[config.mk]
export PLATFORM = sky130hd
export DESIGN_NAME = audio_sched
export DESIGN_NICKNAME = d
export VERILOG_FILES = /design/src/rtl/audio_sched_pkg.sv /design/src/rtl/audio_sched_sample_fifo.sv /design/src/rtl/audio_sched.sv
export SDC_FILE = /design/constraint.sdc
export NUM_CORES = 1
export LEC_CHECK = 0
export CAP_MARGIN = 20
export CORE_MARGIN = 2
export CORE_UTILIZATION = 40
export DETAILED_ROUTE_END_ITERATION = 12
export HOLD_SLACK_MARGIN = 0.08
export PLACE_DENSITY_LB_ADDON = 0.08
export SLEW_MARGIN = 0
export SYNTH_ARGS = -nofsm -noshare
export SYNTH_HDL_FRONTEND = slang
export SYNTH_SLANG_ARGS = --single-unit
export TNS_END_PERCENT = 50
[constraint.sdc]
create_clock -name clk -period 8.2 [get_ports clk]
set_clock_uncertainty 0.1 [all_clocks]
set_input_delay 1.64 -clock clk [delete_from_list [all_inputs] [get_ports clk]]
set_output_delay 1.64 -clock clk [all_outputs]
set_load 0.01 [all_outputs]
[src/rtl/audio_sched_pkg.sv]
// audio_sched_pkg: CPU IO address map, status bit layout and scheduler state type
// shared by audio_sched and its testbench.
package audio_sched_pkg;

    localparam logic [1:0] ADDR_LEFT       = 2'd0;
    localparam logic [1:0] ADDR_RIGHT_PUSH = 2'd1;
    localparam logic [1:0] ADDR_CLEAR      = 2'd2;

    localparam int ST_FULL  = 8;
    localparam int ST_EMPTY = 9;
    localparam int ST_UFLOW = 10;
    localparam int ST_OFLOW = 11;
    localparam int ST_RUN   = 12;

    typedef enum logic {
        S_IDLE = 1'b0,
        S_RUN  = 1'b1
    } run_state_e;

endpackage

[src/rtl/audio_sched_sample_fifo.sv]
// sample_fifo: synchronous 32-bit x DEPTH FIFO holding {right, left} pairs.
// Pushes when full and pops when empty are ignored; head is the oldest entry.
module sample_fifo #(
    parameter int unsigned DEPTH = 16
) (
    input  logic                     clk,
    input  logic                     resetq,
    input  logic                     push,
    input  logic [31:0]              push_data,
    input  logic                     pop,
    output logic [31:0]              head,
    output logic [$clog2(DEPTH):0]   level,
    output logic                     full,
    output logic                     empty
);
    localparam int AW = $clog2(DEPTH);
    localparam int LW = AW + 1;

    logic [31:0]   mem_q [DEPTH];
    logic [AW-1:0] wr_ptr_q, wr_ptr_d;
    logic [AW-1:0] rd_ptr_q, rd_ptr_d;
    logic [LW-1:0] level_q, level_d;
    logic          do_push, do_pop;

    assign full    = (level_q == LW'(DEPTH));
    assign empty   = (level_q == '0);
    assign do_push = push & ~full;
    assign do_pop  = pop & ~empty;
    assign head    = mem_q[rd_ptr_q];
    assign level   = level_q;

    always_comb begin
        wr_ptr_d = wr_ptr_q;
        rd_ptr_d = rd_ptr_q;
        level_d  = level_q;
        if (do_push) wr_ptr_d = wr_ptr_q + 1'b1;
        if (do_pop)  rd_ptr_d = rd_ptr_q + 1'b1;
        case ({do_push, do_pop})
            2'b10:   level_d = level_q + 1'b1;
            2'b01:   level_d = level_q - 1'b1;
            default: level_d = level_q;
        endcase
    end

    always_ff @(posedge clk) begin
        if (!resetq) begin
            wr_ptr_q <= '0;
            rd_ptr_q <= '0;
            level_q  <= '0;
        end else begin
            wr_ptr_q <= wr_ptr_d;
            rd_ptr_q <= rd_ptr_d;
            level_q  <= level_d;
        end
    end

    // Storage needs no reset: the pointers alone define what is valid.
    always_ff @(posedge clk) begin
        if (do_push) mem_q[wr_ptr_q] <= push_data;
    end

endmodule

[src/rtl/audio_sched.sv]
// audio_sched: CPU-fed stereo sample FIFO drained by a DDA rate generator into the HDMI audio port.
// Build option: define AUDIO_SCHED_UFLOW_CNT_EN to build the saturating underrun counter.
//   state  | meaning
//   S_IDLE | waiting for the first start (VSYNC); DDA held at 0, no ticks
//   S_RUN  | one tick per audio period, until reset
module audio_sched
    import audio_sched_pkg::*;
#(
    parameter int unsigned CLK_HZ  = 74250000,
    parameter int unsigned RATE_HZ = 48000,
    parameter int unsigned DEPTH   = 16
) (
    input  logic        clk,
    input  logic        resetq,
    input  logic        start,
    input  logic        cpu_wr,
    input  logic [1:0]  cpu_addr,
    input  logic [15:0] cpu_din,
    output logic [15:0] status,
    output logic [7:0]  uflow_cnt,
    output logic        audio_w,
    output logic [31:0] audio
);
    localparam int          LW      = $clog2(DEPTH) + 1;
    localparam logic [31:0] STEP_UP = 32'(RATE_HZ);
    localparam logic [31:0] STEP_DN = 32'(RATE_HZ) - 32'(CLK_HZ);

    run_state_e    state_q, state_d;
    logic [31:0]   d_q, d_d;
    logic [15:0]   left_q, left_d;
    logic [31:0]   audio_q, audio_d;
    logic          audio_w_q, audio_w_d;
    logic          uflow_q, uflow_d;
    logic          oflow_q, oflow_d;

    logic          running, tick, underrun;
    logic          wr_left, wr_push, wr_clear, push, pop;
    logic          fifo_full, fifo_empty;
    logic [31:0]   fifo_head;
    logic [LW-1:0] fifo_level;

    always_comb begin
        state_d = state_q;
        case (state_q)
            S_IDLE:  if (start) state_d = S_RUN;
            S_RUN:   state_d = S_RUN;
            default: state_d = S_IDLE;
        endcase
    end

    assign running  = (state_q == S_RUN);
    assign tick     = running & ~d_q[31];
    assign wr_left  = cpu_wr & (cpu_addr == ADDR_LEFT);
    assign wr_push  = cpu_wr & (cpu_addr == ADDR_RIGHT_PUSH);
    assign wr_clear = cpu_wr & (cpu_addr == ADDR_CLEAR);
    // Full is judged on the registered level, so a same-cycle pop never rescues a push.
    assign push     = wr_push & ~fifo_full;
    assign pop      = tick & ~fifo_empty;
    assign underrun = tick & fifo_empty;

    always_comb begin
        d_d       = '0;
        left_d    = left_q;
        audio_d   = audio_q;
        audio_w_d = tick;
        if (running) d_d = d_q + (d_q[31] ? STEP_UP : STEP_DN);
        if (wr_left) left_d = cpu_din;
        if (pop)     audio_d = fifo_head;
        uflow_d   = (uflow_q & ~wr_clear) | underrun;
        oflow_d   = (oflow_q & ~wr_clear) | (wr_push & fifo_full);
    end

    always_ff @(posedge clk) begin
        if (!resetq) begin
            state_q   <= S_IDLE;
            d_q       <= '0;
            left_q    <= '0;
            audio_q   <= '0;
            audio_w_q <= 1'b0;
            uflow_q   <= 1'b0;
            oflow_q   <= 1'b0;
        end else begin
            state_q   <= state_d;
            d_q       <= d_d;
            left_q    <= left_d;
            audio_q   <= audio_d;
            audio_w_q <= audio_w_d;
            uflow_q   <= uflow_d;
            oflow_q   <= oflow_d;
        end
    end

    sample_fifo #(
        .DEPTH (DEPTH)
    ) u_fifo (
        .clk       (clk),
        .resetq    (resetq),
        .push      (push),
        .push_data ({cpu_din, left_q}),
        .pop       (pop),
        .head      (fifo_head),
        .level     (fifo_level),
        .full      (fifo_full),
        .empty     (fifo_empty)
    );

`ifdef AUDIO_SCHED_UFLOW_CNT_EN
    logic [7:0] ucnt_q, ucnt_d;
    logic [7:0] ucnt_base;

    always_comb begin
        ucnt_base = wr_clear ? 8'd0 : ucnt_q;
        ucnt_d    = ucnt_base;
        if (underrun && ucnt_base != 8'hFF) ucnt_d = ucnt_base + 8'd1;
    end

    always_ff @(posedge clk) begin
        if (!resetq) ucnt_q <= '0;
        else         ucnt_q <= ucnt_d;
    end

    assign uflow_cnt = ucnt_q;
`else
    assign uflow_cnt = 8'd0;
`endif

    always_comb begin
        status           = '0;
        status[7:0]      = 8'(fifo_level);
        status[ST_FULL]  = fifo_full;
        status[ST_EMPTY] = fifo_empty;
        status[ST_UFLOW] = uflow_q;
        status[ST_OFLOW] = oflow_q;
        status[ST_RUN]   = running;
    end

    assign audio_w = audio_w_q;
    assign audio   = audio_q;

endmodule
== Word-level counts from Yosys, hierarchy flattened ==
Memories as Yosys holds them, arrays and structs flattened. A register that Yosys moved wholly into a read port is not among the register bits.
Cells that the tools add are included.
Cells by class
  equal/unequal tests: 5
  bitwise gates (word level): 19
  multiplexer cells: 6
  reduce and logical (&&, ||, !) cells: 5
  $add $sub $neg: 5
Operators with widths (number)
  32-bit adder: 1
  32-bit 2-to-1 mux: 1
  1-bit bitwise AND: 12
  5-bit case mux with 2 select lines: 1
  4-bit by 1-bit adder with 4-bit output, second input constant: 2
  5-bit by 1-bit adder with 5-bit output, second input constant: 1
  5-bit equality test, second input constant: 1
  5-bit logical NOT: 1
  1-bit NOT: 5
  5-bit by 1-bit subtractor with 5-bit output, second input constant: 1
  2-bit by 1-bit equality test with 1-bit output, second input constant: 2
  2-bit equality test, second input constant: 2
  1-bit 2-to-1 mux: 3
  2-bit logical NOT: 1
  1-bit OR: 2
  1-bit case mux with 2 select lines: 1
  2-bit AND reduction: 1
  2-bit nonzero test: 1
  1-bit logical NOT: 1
Storage, ports and cells
  flip-flop bits (word level): 65
  input bits: 22
  output and inout port bits: 57
  memories kept: 1
  word-level logic and storage cells: 50
  memory bits (writable): 512
Memory list
  u_fifo.mem_q: depth 16, bits a word 32, read ports 1, clocked after memory_dff 1, wr ports 1, line audio_sched_sample_fifo.sv:19  | logic [31:0] mem_q [DEPTH];

== Longest topological paths before layout ==
Gate-level depths: netlist (run 1).
  depth after elaboration: 6
  mapped depth: 14
  gate-level depth less buffers: 12

== By module ==
Synthesis (run 1) repeated with hierarchy kept, for this count alone.
Unflattened totals
  cell total of the unflattened synthesis: 1392
  area, all modules: 24185.7 um^2
By module, submodules not included
  sample_fifo: cells each 916, sequential area each 15715.1 um^2, area each 20209.4 um^2, instances 1
  audio_sched: cells each 476, sequential area each 1601.5 um^2, area each 3976.3 um^2, instances 1

== Worst setup path before layout (run 1) ==
OpenSTA, ideal clock, no wires.
  path type: input to register
  start point: input port cpu_wr
  end point: memory u_fifo.mem_q[3][0] (enable)
  library setup time: 461 ps
  data required time: 7639 ps
  slack: 3059 ps
  buffers on the path: 1
  data arrival time: 4580 ps
  stages on the path: 5
  path through: nor2b_1 > and3_1 > clkbuf_1 > nand2_1 > nor3_1
On the way
  word-level cells in the longest chain between the ends: 5
RTL lines
  start: declaration: line audio_sched.sv:16  | input logic cpu_wr,
  1-bit bitwise AND: line audio_sched.sv:54  | assign wr_push = cpu_wr & (cpu_addr == ADDR_RIGHT_PUSH);
  1-bit bitwise AND: line audio_sched.sv:57  | assign push = wr_push & ~fifo_full;
  1-bit bitwise AND: line audio_sched_sample_fifo.sv:27  | assign do_push = push & ~full;
  1-bit 2-to-1 mux: line audio_sched_sample_fifo.sv:59  | if (do_push) mem_q[wr_ptr_q] <= push_data;
  1-bit 2-to-1 mux (implied by the code): line audio_sched_sample_fifo.sv:59
  end: declaration: line audio_sched_sample_fifo.sv:19
Every way passes these cells.

== Final worst setup path (run 1) ==
  start point: input port cpu_wr
  end point: register u_fifo.level_q[4], in the netlist u_fifo.level[4]
On the way
  word-level cells in the longest chain between the ends: 5
  elaborated cells on any way between the ends: 7
  those cells by class: eq/ne: 2; mux: 1; bitwise: 3; reduce/logical: 1
RTL lines
  1-bit bitwise AND (*): line audio_sched.sv:54
  1-bit bitwise AND (*): line audio_sched.sv:57
  1-bit bitwise AND (*): line audio_sched_sample_fifo.sv:27
  2-bit by 1-bit equality test with 1-bit output or 2-bit equality test (tied branches): line audio_sched_sample_fifo.sv:38  | case ({do_push, do_pop})
  5-bit case mux with 2 select lines or 2-bit nonzero test (tied branches)
  end signal: assignment: line audio_sched_sample_fifo.sv:53  | level_q <= level_d;
  end: declaration: line audio_sched_sample_fifo.sv:22  | logic [LW-1:0] level_q, level_d;
Every way passes the cells marked *; elsewhere a longest branch is shown, timed or not.
A chain may end at the register's enable or synchronous reset.

==> impl_metrics.csv, run 1 <==
group,metric,value,unit
final_layout,n_fill_cell,5065,
placed_design,gp_congestion,0.7820,
clocking,hold_buffers,0,
worst_setup_path,critPathSlowestCell,"clkdlybuf4s50_1",
worst_setup_path,critPathMaxStageDelay,0.49,ns
timing,rsz0062_at_grt,"no",
floorplan,ioPinCount,79,
timing,slew-limit-headroom,33.15,%
synth,yosys_warnings,0,
worst_setup_path,cp_max_fo,8,
worst_setup_path,worstSetupPathType,"primary input to register",
placed_design,io_buffers,64,
clocking,htree_levels,3,
global_route,antenna_found_initial,0,
timing,hold_viol_final,0,
global_route,grt_start_max_net_pins,104,
route,vias,12011,
timing,fin_setup_tns,0,ns
route,ant_nets,0,
global_route,grt_pass1_vias,12522,
synth,synthArstFlopShare,0,%
route,dr.first_iter.drc_count,1030,
route,drt-pass1-iter-count,5,
floorplan,num_rows,89,
clocking,cts.sinks,605,
run_status,status,"complete, no violations",
clocking,numCtsBuffers,68,
final_layout,syn_to_final_growth,15.34,%
worst_setup_path,worstPathArrival,4.52,ns
final_layout,nets,1447,
clocking,cts_resized,0,
route,drc,0,
global_route,grt_pass1_wl,82430,um
synth,syn-cell-area,24010,sq um
power_and_ir_drop,power_leakage,8.792,nW
worst_setup_path,worst_setup_path_end_kind,"register",
timing,period_share,50.69,%
synth,ys_seq_area_share,71.78,%
global_route,overflow,0,
final_layout,diodes,0,
route,viasPerCell,5.403,
timing,fmax,240.6,MHz
synth,synth_edf_count,512,
synth,yosysTopAreaCell,"edfxtp_1",
floorplan,die_h,249.0,um
worst_setup_path,cp.required,8.56,ns
power_and_ir_drop,vdd_drop_max,129.7,uV
global_route,track_usage,17.96,%
timing,fin_crit,4.156,ns
timing,drv_slew,0,
synth,synthCells,1308,
floorplan,dieArea,62010,sq um
timing,setup_viol,0,
timing,worst_slew_pin_slew,1.003,ns
worst_setup_path,crit_path_start_kind,"primary input",
synth,synth_flop_cell,"edfxtp_1",
synth,yosys.area.top_type_share,64.02,%
worst_setup_path,crit_chain,"clkdlybuf4s50_1, nor2b_1, and3_1, inv_1, ha_1, xor2_1, ha_1, a21oi_1, o22ai_1, a222oi_1, or3_1, a21boi_0",
synth,ys_types,56,
clocking,cts_tree,"built",
flow_run,maxCapViolCount,0,
worst_setup_path,crit_top_cell,"ha_1",
synth,postSynthAreaPerCell,18.36,sq um
route,wl,54470,um
clocking,clock-root-buffer,"clkbuf_16",
placed_design,dpl.hpwl,31440,um
route,wl_per_cell,24.50,um
final_layout,postLayoutCoreUtil,46.75,%
min_path,hp-class,"register to register",
synth,synth_area_leaders,"edfxtp_1, mux4_2, dfxtp_1",
floorplan,die_x,249.0,um
clocking,clock_path_buffers,3,
floorplan,start_util,40.54,%
power_and_ir_drop,power_density,243.4,nW/um^2
clocking,post_cts_buffers,0,
clocking,clk_latency,0.59,ns
floorplan,coreArea,59240,sq um
synth,synth_seq_cells,605,
final_layout,drive_gt1_share,21.31,%
clocking,clk_pin_slew_worst_paths,0.06,ns
==> placed cells by master, fill, tap and decap left out, types with 24 or more instances in the layout <==
cell,instances
edfxtp_1,512
mux4_2,160
nand2_1,130
dfxtp_1,89
clkbuf_16,70
clkdlybuf4s50_1,63
o21ai_1,33
ha_1,29
nor2_1,27
clkbuf_1,26
a21oi_1,25
buf_4,24
==> area by class of cell <==
| cell class | instances | area [sq um] | area share [%] |
|---|---|---|---|
| Sequential cell | 605 | 17250 | 62.28 |
| Timing Repair Buffer | 91 | 875.8 | 3.162 |
| Clock buffer | 100 | 1904 | 6.875 |
| Multi-Input combinational cell | 616 | 6397 | 23.10 |
| Tap cell | 773 | 967.2 | 3.492 |
| Clock inverter | 25 | 255.2 | 0.9215 |
| Inverter | 13 | 48.80 | 0.1762 |
==> worst max-delay path, delay by kind of cell <==
family	cells	cell delay [ns]
AOI/OAI and AO/OA	4	0.83
adders and majority gates	2	0.45
and+or+nand+nor	3	0.80
xor gates and xnor gates	1	0.16
buffers and inverters	2	0.61
==> report_power, final <==
part / total [W] / leakage [nW] / internal (W) / switching [W]
clock: 0.00296 / 1.06 / 0.00175 / 0.00121
combinational: 0.000391 / 2.29 / 0.000185 / 0.000205
sequential: 0.00339 / 5.45 / 0.00336 / 0.0000387
total: 0.00674 / 8.79 / 0.00529 / 0.00145
==> cell usage after synthesis, drive strengths merged (6+ instances only) <==
master / number
inv: 13
ha: 29
nor2: 39
xor2: 8
clkbuf: 42
nand2b: 12
buf: 45
a21o: 9
nand2: 130
xnor2: 15
edfxtp: 512
mux2i: 7
dfxtp: 93
mux4: 160
and2: 10
a21boi: 19
nor3: 13
o21a: 7
a21oi: 25
o21ai: 52
nand4: 6
nor2b: 7
==> layer usage <==
metal  part of all wire, %  up-vias  global-route usage, %
met2                    49      229                  29.51
met5                     0        -                      0
met3                   3.7       66                  3.083
li1                      -     5356                      -
met4                   1.7        0                  4.096
met1                    46     6360                  25.20
==> final timing paths <==
| kind | depth (start not counted) | endpoint | slack [ns] | startpoint |
|---|---|---|---|---|
| worst max-delay path | 12 | u_fifo.level[4] | 4.04 | cpu_wr |
| worst min-delay path | 2 | audio[14] | 0.35 | audio[14] |
| worst max register to register | 10 | d_q[26] | 4.59 | d_q[31] |
| worst min register to register | 2 | audio[14] | 0.35 | audio[14] |
==> sequential cells by signal, summed over array words and instances, names as in the netlist <==
name and flops:
u_fifo.mem_q 512, running 1, audio_w 1, u_fifo.wr_ptr_q 4
uflow_q 1, u_fifo.rd_ptr_q 4, oflow_q 1, left_q 16
u_fifo.level 5, d_q 28, audio 32
==> through the flow <==
step	std cells	hold WS, ns	area (sq um)	total power, W	worst slack, ns
finish	2223	0.3457	27700	0.006743	4.044
global route	2223	0.3661	27700	0.006994	3.791
CTS	2223	0.3481	27700	0.006835	4.106
detailed placement	2098	0.3426	25540	0.003857	3.506
global placement	2096	0.3362	25500	0.003855	3.474
floorplan	1321	0.3537	24060	0.003729	3.059
==> kinds of logic after synthesis <==
| kind of cell | after synthesis | synth area share, % |
|---|---|---|
| muxes | 167 | 15.30 |
| buffers and inverters | 100 | 2.272 |
| DFF | 605 | 71.78 |
| adders and majority gates | 30 | 1.594 |
| AOI/OAI and AO/OA | 142 | 3.757 |
| other | 1 | 0.01562 |
| xor gates and xnor gates | 23 | 0.8389 |
| and+or+nand+nor | 240 | 4.450 |
Note: power is estimated with default switching activity, not from simulation.
==> run 2: changes to the inputs <==
Clock period 8.2 ns to 3.8 ns, I/O delays scaled along.
==> run 2 against run 1 <==
Effect of this change: critical path depth shrank 9; sequential cell count did not move; routed wire length increased by 7.3%; clock power increased by 120%; power increased by 120%; highest routed layer unchanged; combinational power rose by 140%.
==> impl_metrics.csv, run 2 (synthesis results as in run 1) <==
group,metric,value,unit
run_status,status,"complete, no violations",
route,viasPerCell,5.436,
power_and_ir_drop,swShare,21.67,%
timing,fin_crit,3.118,ns
worst_setup_path,crit_path_start_kind,"register",
worst_setup_path,worstSetupPathType,"register to primary output",
power_and_ir_drop,seq_power_share,50.0,%
floorplan,die_h,249.0,um
clocking,numCtsBuffers,68,
floorplan,ioPinCount,79,
final_layout,most-common-layout-cells,"edfxtp_1, mux4_2, nand2_1",
clocking,cts_tree,"built",
flow_run,maxCapViolCount,0,
route,ant_nets,0,
route,drt-pass1-iter-count,5,
clocking,clock-root-buffer,"clkbuf_16",
power_and_ir_drop,internal-power,0.01147,W
worst_setup_path,worst_setup_path_end_kind,"primary output",
route,dr.first_iter.drc_count,1124,
final_layout,nets,1461,
power_and_ir_drop,vdd_drop_max,338.8,uV
global_route,grt_start_max_net_pins,52,
route,drt-met1-wl,28370,um
timing,drv_slew,0,
timing,worst_slew_pin_slew,1.048,ns
timing,slew-limit-headroom,30.10,%
worst_setup_path,cp.required,2.94,ns
global_route,grt_pass1_vias,12429,
clocking,hold_buffers,0,
power_and_ir_drop,clockPowerShare,43.7,%
clocking,cts.sinks,605,
timing,rsz0062_at_grt,"no",
placed_design,place_ws,0.2785,ns
route,drc,0,
route,wl_per_cell,26.12,um
timing,hold_viol_final,0,
power_and_ir_drop,power_density,523.8,nW/um^2
global_route,antenna_found_initial,5,
final_layout,syn_to_final_growth,16.45,%
global_route,grt_pass1_wl,86680,um
floorplan,dieArea,62010,sq um
clocking,cts_resized,0,
timing,fmax,320.7,MHz
timing,fin_ws,0.6820,ns
placed_design,gp_congestion,0.8180,
power_and_ir_drop,combinationalPowerShare,6.4,%
floorplan,die_x,249.0,um
floorplan,num_rows,89,
route,vias,12166,
route,dr_wl_met2,26520,um
min_path,hp-class,"register to register",
final_layout,top_register,"u_fifo.mem_q",
global_route,overflow,0,
worst_setup_path,worstPathArrival,2.26,ns
placed_design,dpl.hpwl,35560,um
final_layout,drive_gt1_share,22.30,%
clocking,htree_levels,3,
timing,fin_setup_tns,0,ns
clocking,clk_pin_slew_worst_paths,0.05,ns
final_layout,final_common_cell,"edfxtp_1",
power_and_ir_drop,switchingPower,0.003174,W
clocking,clock_path_buffers,3,
route,wl,58460,um
route,top_layer,"met4",
floorplan,coreArea,59240,sq um
timing,setup_viol,0,
route,routed-wl-met3,2576,um
clocking,post_cts_buffers,0,
worst_setup_path,cp_max_fo,6,
power_and_ir_drop,power_leakage,8.901,nW
final_layout,largest_reg_flops,512,
timing,period_share,82.05,%
placed_design,io_buffers,64,
power_and_ir_drop,p_total,0.01465,W
clocking,clk_latency,0.59,ns
global_route,track_usage,19.26,%
floorplan,start_util,40.54,%
-- run 2: changes by cell type in the layout (fill, tap and decap cells not counted), moves of 2 or more --
cell and change:
clkinv_2 +7, nor3_2 -2, diode_2 +3, buf_4 +3, nor3_4 +2, clkbuf_1 -10
inv_6 -4, buf_12 +11, clkinv_1 +5
-- run 2: worst max-delay path: stages (launching register included) --
cell             delay, ns
dfxtp_1               0.37
nor4_1                0.39
and2b_1               0.26
clkdlybuf4s50_1       0.65
-- run 2: path summary, 6_finish.rpt --
check	slack (ns)	start	endpoint	cells past startpoint
max	0.68	u_fifo.level[0]	status[9]	3
min	0.35	audio[14]	audio[14]	2
max reg2reg	0.73	d_q[31]	d_q[26]	10
min reg2reg	0.35	audio[14]	audio[14]	2
-- run 2: power groups by stage --
stage	combinational (W)	sequential, W	clock (W)
after floorplan	0.000614	0.00743	0
after global routing	0.00102	0.00733	0.00684
after global placement	0.000941	0.00746	0
final	0.000931	0.00732	0.00640
after detailed placement	0.000946	0.00746	0
after CTS	0.000949	0.00732	0.00659
-- run 2: cell type report --
type	instances	area (sq um)
clock inverter	33	285.3
inverter	13	48.80
antenna	3	7.507
timing repair buffer	105	1119
clock buffer	90	1878
fill	5038	31280
multi-input combinational	616	6410
sequential	605	17250
tap	773	967.2
-- run 2: stage by stage --
step / hold WS [ns] / util (%) / std cells / cell area (sq um)
6_report: 0.3464 / 47.20 / 2238 / 27960
3_3_place_gp: 0.3365 / 43.54 / 2112 / 25790
2_1_floorplan: 0.3537 / - / 1321 / 24070
4_1_cts: 0.3505 / 47.19 / 2235 / 27960
3_5_place_dp: 0.3427 / 43.54 / 2112 / 25790
5_1_grt: 0.3665 / 47.19 / 2235 / 27960
-- run 2: routing by layer --
layer | global-route usage, % | vias up
met5 | 0 | -
met4 | 5.267 | 0
met2 | 28.96 | 292
met1 | 29.50 | 6439
li1 | - | 5372
met3 | 2.675 | 63
